**src/rtl/mem_access_ctrl.sv**
```systemverilog
// mem_access_ctrl: MEM-stage load/store controller driving a
// big-endian byte-lane data RAM with a 3-state request FSM.
// Ports: req_* (request in, ready out), resp_* (result out),
// mem_* (RAM side, mem_rdata combinational), clk, rst (async, active-low).
// Optional LL/SC support: define MEM_ACCESS_LLSC_EN.
module mem_access_ctrl (
  input  logic        clk,
  input  logic        rst,
  input  logic        req_valid,
  output logic        req_ready,
  input  logic [3:0]  req_op,
  input  logic [31:0] req_addr,
  input  logic [31:0] req_wdata,
  output logic        resp_valid,
  input  logic        resp_ready,
  output logic [31:0] resp_rdata,
  output logic [1:0]  resp_exc,
  output logic        mem_ce,
  output logic        mem_we,
  output logic [31:0] mem_addr,
  output logic [3:0]  mem_sel,
  output logic [31:0] mem_wdata,
  input  logic [31:0] mem_rdata
);

  typedef enum logic [1:0] {
    IDLE   = 2'd0,
    ACCESS = 2'd1,
    RESP   = 2'd2
  } state_t;

  localparam logic [3:0] OP_LB  = 4'd0;
  localparam logic [3:0] OP_LBU = 4'd1;
  localparam logic [3:0] OP_LH  = 4'd2;
  localparam logic [3:0] OP_LHU = 4'd3;
  localparam logic [3:0] OP_LW  = 4'd4;
  localparam logic [3:0] OP_SB  = 4'd5;
  localparam logic [3:0] OP_SH  = 4'd6;
  localparam logic [3:0] OP_SW  = 4'd7;
  localparam logic [3:0] OP_LL  = 4'd8;
  localparam logic [3:0] OP_SC  = 4'd9;

  state_t      state_q, state_d;
  logic [3:0]  op_q, op_d;
  logic        resp_valid_q, resp_valid_d;
  logic [31:0] resp_rdata_q, resp_rdata_d;
  logic [1:0]  resp_exc_q, resp_exc_d;
  logic        mem_ce_q, mem_ce_d;
  logic        mem_we_q, mem_we_d;
  logic [31:0] mem_addr_q, mem_addr_d;
  logic [3:0]  mem_sel_q, mem_sel_d;
  logic [31:0] mem_wdata_q, mem_wdata_d;
`ifdef MEM_ACCESS_LLSC_EN
  logic        llbit_q, llbit_d;
  logic [29:0] ll_addr_q, ll_addr_d;
  logic        sc_ok;
`endif

  logic        is_byte, is_half, is_store;
  logic        legal, misal;
  logic [1:0]  exc;
  logic [3:0]  sel;
  logic [31:0] wrep;
  logic [7:0]  rd_byte;
  logic [15:0] rd_half;
  logic [31:0] rd_ext;

  // request decode
  always_comb begin
    is_byte  = req_op inside {OP_LB, OP_LBU, OP_SB};
    is_half  = req_op inside {OP_LH, OP_LHU, OP_SH};
    is_store = req_op inside {OP_SB, OP_SH, OP_SW, OP_SC};
`ifdef MEM_ACCESS_LLSC_EN
    legal = req_op <= OP_SC;
    sc_ok = llbit_q && (ll_addr_q == req_addr[31:2]);
`else
    legal = req_op <= OP_SW;
`endif
    if (is_byte)
      misal = 1'b0;
    else if (is_half)
      misal = req_addr[0];
    else
      misal = req_addr[1:0] != 2'b00;
    if (!legal)
      exc = 2'b10;
    else if (misal)
      exc = 2'b01;
    else
      exc = 2'b00;
    sel  = 4'b1111;
    wrep = req_wdata;
    unique case (1'b1)
      is_byte: begin
        sel  = 4'b1000 >> req_addr[1:0];
        wrep = {4{req_wdata[7:0]}};
      end
      is_half: begin
        sel  = req_addr[1] ? 4'b0011 : 4'b1100;
        wrep = {2{req_wdata[15:0]}};
      end
      default: ;
    endcase
  end

  // lane extraction; lane 0 is the most significant byte
  always_comb begin
    unique case (mem_addr_q[1:0])
      2'd0: rd_byte = mem_rdata[31:24];
      2'd1: rd_byte = mem_rdata[23:16];
      2'd2: rd_byte = mem_rdata[15:8];
      default: rd_byte = mem_rdata[7:0];
    endcase
    rd_half = mem_addr_q[1] ? mem_rdata[15:0]
                            : mem_rdata[31:16];
    unique case (op_q)
      OP_LB:  rd_ext = {{24{rd_byte[7]}}, rd_byte};
      OP_LBU: rd_ext = {24'h0, rd_byte};
      OP_LH:  rd_ext = {{16{rd_half[15]}}, rd_half};
      OP_LHU: rd_ext = {16'h0, rd_half};
      OP_LW,
      OP_LL:  rd_ext = mem_rdata;
      // a failed SC never raised mem_we, so it doubles as status
      OP_SC:  rd_ext = {31'h0, mem_we_q};
      default: rd_ext = 32'h0;
    endcase
  end

  always_comb begin
    state_d      = state_q;
    op_d         = op_q;
    resp_valid_d = resp_valid_q;
    resp_rdata_d = resp_rdata_q;
    resp_exc_d   = resp_exc_q;
    mem_ce_d     = mem_ce_q;
    mem_we_d     = mem_we_q;
    mem_addr_d   = mem_addr_q;
    mem_sel_d    = mem_sel_q;
    mem_wdata_d  = mem_wdata_q;
`ifdef MEM_ACCESS_LLSC_EN
    llbit_d      = llbit_q;
    ll_addr_d    = ll_addr_q;
`endif
    unique case (state_q)
      IDLE: begin
        if (req_valid) begin
          op_d = req_op;
          if (exc != 2'b00) begin
            state_d      = RESP;
            resp_valid_d = 1'b1;
            resp_exc_d   = exc;
            resp_rdata_d = 32'h0;
          end else begin
            state_d     = ACCESS;
            mem_ce_d    = 1'b1;
            mem_we_d    = is_store;
            mem_addr_d  = req_addr;
            mem_sel_d   = sel;
            mem_wdata_d = is_store ? wrep : 32'h0;
          end
`ifdef MEM_ACCESS_LLSC_EN
          if (req_op == OP_SC) begin
            llbit_d = 1'b0;
            if (exc == 2'b00 && !sc_ok) begin
              mem_ce_d    = 1'b0;
              mem_we_d    = 1'b0;
              mem_sel_d   = 4'b0000;
              mem_wdata_d = 32'h0;
            end
          end else if (exc == 2'b00) begin
            if (req_op == OP_LL) begin
              llbit_d   = 1'b1;
              ll_addr_d = req_addr[31:2];
            end else if (is_store &&
                         ll_addr_q == req_addr[31:2]) begin
              llbit_d = 1'b0;
            end
          end
`endif
        end
      end
      ACCESS: begin
        state_d      = RESP;
        resp_valid_d = 1'b1;
        resp_exc_d   = 2'b00;
        resp_rdata_d = rd_ext;
        mem_ce_d     = 1'b0;
        mem_we_d     = 1'b0;
        mem_addr_d   = 32'h0;
        mem_sel_d    = 4'b0000;
        mem_wdata_d  = 32'h0;
      end
      RESP: begin
        if (resp_ready) begin
          state_d      = IDLE;
          resp_valid_d = 1'b0;
          resp_rdata_d = 32'h0;
          resp_exc_d   = 2'b00;
        end
      end
      default: state_d = IDLE;
    endcase
  end

  always_ff @(posedge clk or negedge rst) begin
    if (!rst) begin
      state_q      <= IDLE;
      op_q         <= 4'h0;
      resp_valid_q <= 1'b0;
      resp_rdata_q <= 32'h0;
      resp_exc_q   <= 2'b00;
      mem_ce_q     <= 1'b0;
      mem_we_q     <= 1'b0;
      mem_addr_q   <= 32'h0;
      mem_sel_q    <= 4'b0000;
      mem_wdata_q  <= 32'h0;
`ifdef MEM_ACCESS_LLSC_EN
      llbit_q      <= 1'b0;
      ll_addr_q    <= 30'h0;
`endif
    end else begin
      state_q      <= state_d;
      op_q         <= op_d;
      resp_valid_q <= resp_valid_d;
      resp_rdata_q <= resp_rdata_d;
      resp_exc_q   <= resp_exc_d;
      mem_ce_q     <= mem_ce_d;
      mem_we_q     <= mem_we_d;
      mem_addr_q   <= mem_addr_d;
      mem_sel_q    <= mem_sel_d;
      mem_wdata_q  <= mem_wdata_d;
`ifdef MEM_ACCESS_LLSC_EN
      llbit_q      <= llbit_d;
      ll_addr_q    <= ll_addr_d;
`endif
    end
  end

  // held low while reset is applied so every output reads 0
  assign req_ready  = rst && (state_q == IDLE);
  assign resp_valid = resp_valid_q;
  assign resp_rdata = resp_rdata_q;
  assign resp_exc   = resp_exc_q;
  assign mem_ce     = mem_ce_q;
  assign mem_we     = mem_we_q;
  assign mem_addr   = mem_addr_q;
  assign mem_sel    = mem_sel_q;
  assign mem_wdata  = mem_wdata_q;

endmodule
```
**config.mk**
```make
export PLATFORM = sky130hd
export DESIGN_NAME = mem_access_ctrl
export DESIGN_NICKNAME = d
export VERILOG_FILES = /design/src/rtl/mem_access_ctrl.sv
export SDC_FILE = /design/constraint.sdc
export NUM_CORES = 1
export LEC_CHECK = 0
export CORE_UTILIZATION = 40
export DETAILED_ROUTE_END_ITERATION = 10
export PLACE_DENSITY = 0.77
export SLEW_MARGIN = 40
export SYNTH_ARGS = -nofsm -noshare
export SYNTH_HDL_FRONTEND = slang
export SYNTH_SLANG_ARGS = --single-unit
```
**constraint.sdc**
```tcl
create_clock -name clk -period 2.1 [get_ports clk]
set_clock_uncertainty 0.15 [all_clocks]
set_input_delay 0.315 -clock clk [delete_from_list [all_inputs] [get_ports clk]]
set_output_delay 0.315 -clock clk [all_outputs]
set_load 0.005 [all_outputs]
```
==> summary.md, run 1 <==
| Metric | Value |
|---|---|
| Status | finished, final reports clean |
| Final instance area | 8430 um2 |
| Fmax | 0.498 GHz |
| R2r worst-path depth | 4 |
| Syn Inst Count | 489 |
| Hold path cells | 1 |
| Final setup fails | 0 |
| DRC Markers | 0 |
| Row Count | 42 |
| Worst path max stage delay | 0.52 ns |
| Synth Area in Adders | 0.00897 |
| Via density | 5.84 |
| Final slew viol count | 0 |
| Final WL | 17400 um |
| DIE AREA | 14400 um2 |
| Non-Filler Instances | 890 |
| Top Family by Delay on Critical Path | multiplexers |
| Yosys reg bits | 111 |
| HPWL Detailed | 12600 um |
| Grt total ovfl | 0 |
| R2R setup slack | 0.09 ns |
| Yosys top cell area share | 0.498 |
| Post-Syn Nets | 597 |
| Area occupied by multi-input gates | between 2000 and 3000 um2 |
| Placer congestion estimate | 0.893 |
| Total Power | 9.90 mW |
| Share of cells above drive strength 1 | 0.119 |
| Crit end category | flop |
| Seq. cell area | 2780 um2 |
| Syn Area/Cell | 11.4 um2 |
| Xor and xnor area share after synthesis | 0.00314 |
| Area after DPL | 8100 um2 |
| Diode count | 0 |
| CTS tree | yes |
| Die Ht | between 100 and 150 um |
| Vias in the first global route | 5320 |
| Area grow syn2layout | 51.2% |
| Unique cell type count in the Yosys netlist | 55 |
| Post-synth EDFFs | 0 |
| Async SR Flop Fraction | 1.00 |
| Capture instance of the worst register-to-register path | resp_rdata[10] |
| Crit path DAT | 2.10 ns |
| I/O pin count | 210 |
| Post-synthesis sequential area ratio | 0.498 |
| Critical Path RT | roughly 2.2 ns |
| CTS Buf Count | 9 |
| Critical-path maximum fanout | 8 |
| Leak Pwr | 3.58 nW |
| Largest net degree at the start of global routing | 112 |
| DRT iter0 DRCs | 290 |
| Post-synth top area cell | dfrtp_1 |
| Die X | 120 um |
| Final worst path period share | 0.956 |
| CTS H-tree depth | 3 |
| Largest family of logic cells by synthesized area | compound AO/OA/AOI/OAI gates |
| Clk Tree Root Cell | clkbuf_16 |
| First-pass iteration count of the detailed router | 5 |
| Post-layout nets | roughly 800 |
| RSZ-0062 raised after global routing | no |
| Max Cap Viol | 0 |
| CP Class | flop to flop |
| Worst-path cell chain | mux4_2 > and3_1 > a221o_1 > a22o_1 |
| Top-count cell post-synth | dfrtp_1 |
| Post-layout minimum cycle time | 2.01 ns |
| Vias | 5195 |
| TNS Setup | 0 ns |
| Gr usage total | 0.249 |
| Worst slew pin tran | 0.585 ns |
| Hold_sp | mem_ce |
| Post-Synth Simple-Gate Area | 0.0633 |
| Worst-skew pair later-pin latency | 0.35 ns |
| I/O Buffers | about 210 |
| Primary FF master, synth | dfrtp_1 |
| Peak supply drop | 0.547 mV |
| Clock Sink Count | 111 |
| Mapped Area | 5580 um2 |
| R2r startpoint | mem_addr[1] |
| Worst Hold Path EP | mem_ce |
| Startpoint types | flop |
| Mux contribution to synthesized area | 0.0444 |
| Critical-path top delay cell | mux4_2 |
| Hold Vio Cnt, Final | 0 |
| Initial antenna violation count | 0 |
| Compound-gate portion of the synthesized area | 0.327 |
| Buf/Inv on CP | 0 |
| Worst hold path type | flop to flop |
| Worst-path clk slew | ~0.070 ns |
| Fillers | between 1000 and 1500 |
| Starting Density | 0.416 |
| Synth warnings | 0 |
| Slew HR | 0.610 |
| Commonest cells in the netlist | dfrtp_1, a22o_1, o2bb2ai_1 |
| PwrDens | about 1200 nW/um2 |
| Post-route ant nets | 0 |
| CTS max path bufs | 2 |
| Inst Count DP | 871 |
| Drt wl/cell | 19.6 um |
| Synth area leaders | dfrtp_1, a22o_1, o2bb2ai_1, buf_2, mux2i_1 |
| First-pass GRT wire length | 27800 um |
| Core Area | 13400 um2 |
-- cells in the final DEF, fill, tap and decap left out, types with 3 or more instances in the layout --
cell type,instances
a21oi_1,12
clkbuf_16,9
buf_12,9
nand3_1,6
nand2b_1,10
and3_1,4
a21o_1,4
a32o_1,7
and2_1,3
clkdlybuf4s50_1,206
a22o_1,70
inv_1,12
mux2i_1,11
nand2_1,4
o21ai_0,12
a22oi_1,8
o2bb2ai_1,46
a211oi_1,6
buf_4,39
o22ai_1,16
o221ai_1,12
mux2_2,7
nor2b_1,11
a221o_1,7
dfrtp_1,110
a21boi_0,7
nor2_1,16
ha_1,3
-- repair_timing --
| item | 4_1_cts | 5_1_grt |
|---|---|---|
| pin swaps | 0 | 0 |
| gates resized for setup | 6 | 1 |
| buffers inserted | 2 | 0 |
| hold buffers | 1 | 0 |
| hold endpoints to repair | 111 | 0 |
| setup endpoints to repair | 2 | 1 |
-- metrics by stage --
step / hold WS, ns / utilization / setup WS [ns]
after floorplan: -0.131 / - / 0.0959
after global placement: 0.315 / 0.604 / -0.192
after detailed placement: 0.315 / 0.604 / -0.252
after CTS: 0.344 / 0.629 / 0.0319
after global routing: 0.358 / 0.629 / 0.0183
final: 0.338 / 0.629 / 0.0924
-- area by class of cell --
class / instances / share of cell area
clock buffers: 11 / 0.0288
repair buffers: 257 / 0.304
multi-input cells: 316 / 0.298
inverters: 14 / 0.00623
clock inverters: 5 / 0.00668
well taps: 176 / 0.0261
flip-flops and latches: 111 / 0.329
-- report_power, final --
group,total [mW],switching [mW],internal [mW]
logic,4.82,2.08,2.74
clock network,1.75,0.788,0.959
registers,3.33,0.506,2.83
total,9.90,3.37,6.53
-- worst max-delay path by stage --
stage | end | from | slack [ns] | depth (start not counted)
floorplan | resp_rdata[19] | mem_addr[1] | 0.1 | 6
global placement | mem_addr[13] | req_op[1] | -0.19 | 6
detailed placement | mem_addr[23] | req_op[1] | -0.25 | 6
CTS | mem_addr[0] | mem_addr[0] | 0.03 | 3
global route | resp_rdata[23] | mem_addr[1] | 0.02 | 6
finish | resp_rdata[10] | mem_addr[1] | 0.09 | 4
-- registers in the layout, summed over array words and instances, names as in the netlist --
name and cells:
mem_wdata 32, state_q 2, resp_exc 2, mem_ce 1, resp_rdata 32, mem_sel 4, mem_we 1, op_q 4
resp_valid 1, mem_addr 32
-- layer usage --
metal / part of all wire / vias to the layer above / GRT usage
li1: - / 2361 / -
met1: 0.41 / 2547 / 0.308
met2: 0.47 / 254 / 0.401
met3: 0.091 / 33 / 0.0775
met4: 0.026 / 0 / 0.108
met5: 0 / - / 0
-- cell families after synthesis --
| family | count (synthesis) |
|---|---|
| AO/OA/AOI/OAI | 225 |
| XOR/XNOR | 2 |
| adder cells (fa/ha/maj) | 4 |
| buffers and inverters | 62 |
| flip-flops | 111 |
| multiplexers | 22 |
| AND/OR/NAND/NOR | 63 |
Power figures use the tool's default switching activity.
==> inputs of run 2 (changes only) <==
--- a/config.mk
+++ b/config.mk
@@ -6,6 +6,7 @@
 export NUM_CORES = 1
 export LEC_CHECK = 0
 export CORE_UTILIZATION = 40
+export CTS_CLUSTER_SIZE = 28
 export DETAILED_ROUTE_END_ITERATION = 10
 export PLACE_DENSITY = 0.77
 export SLEW_MARGIN = 40
==> results of run 2 <==
Same layout as run 1: the final DEF is identical, and so are final timing and power.
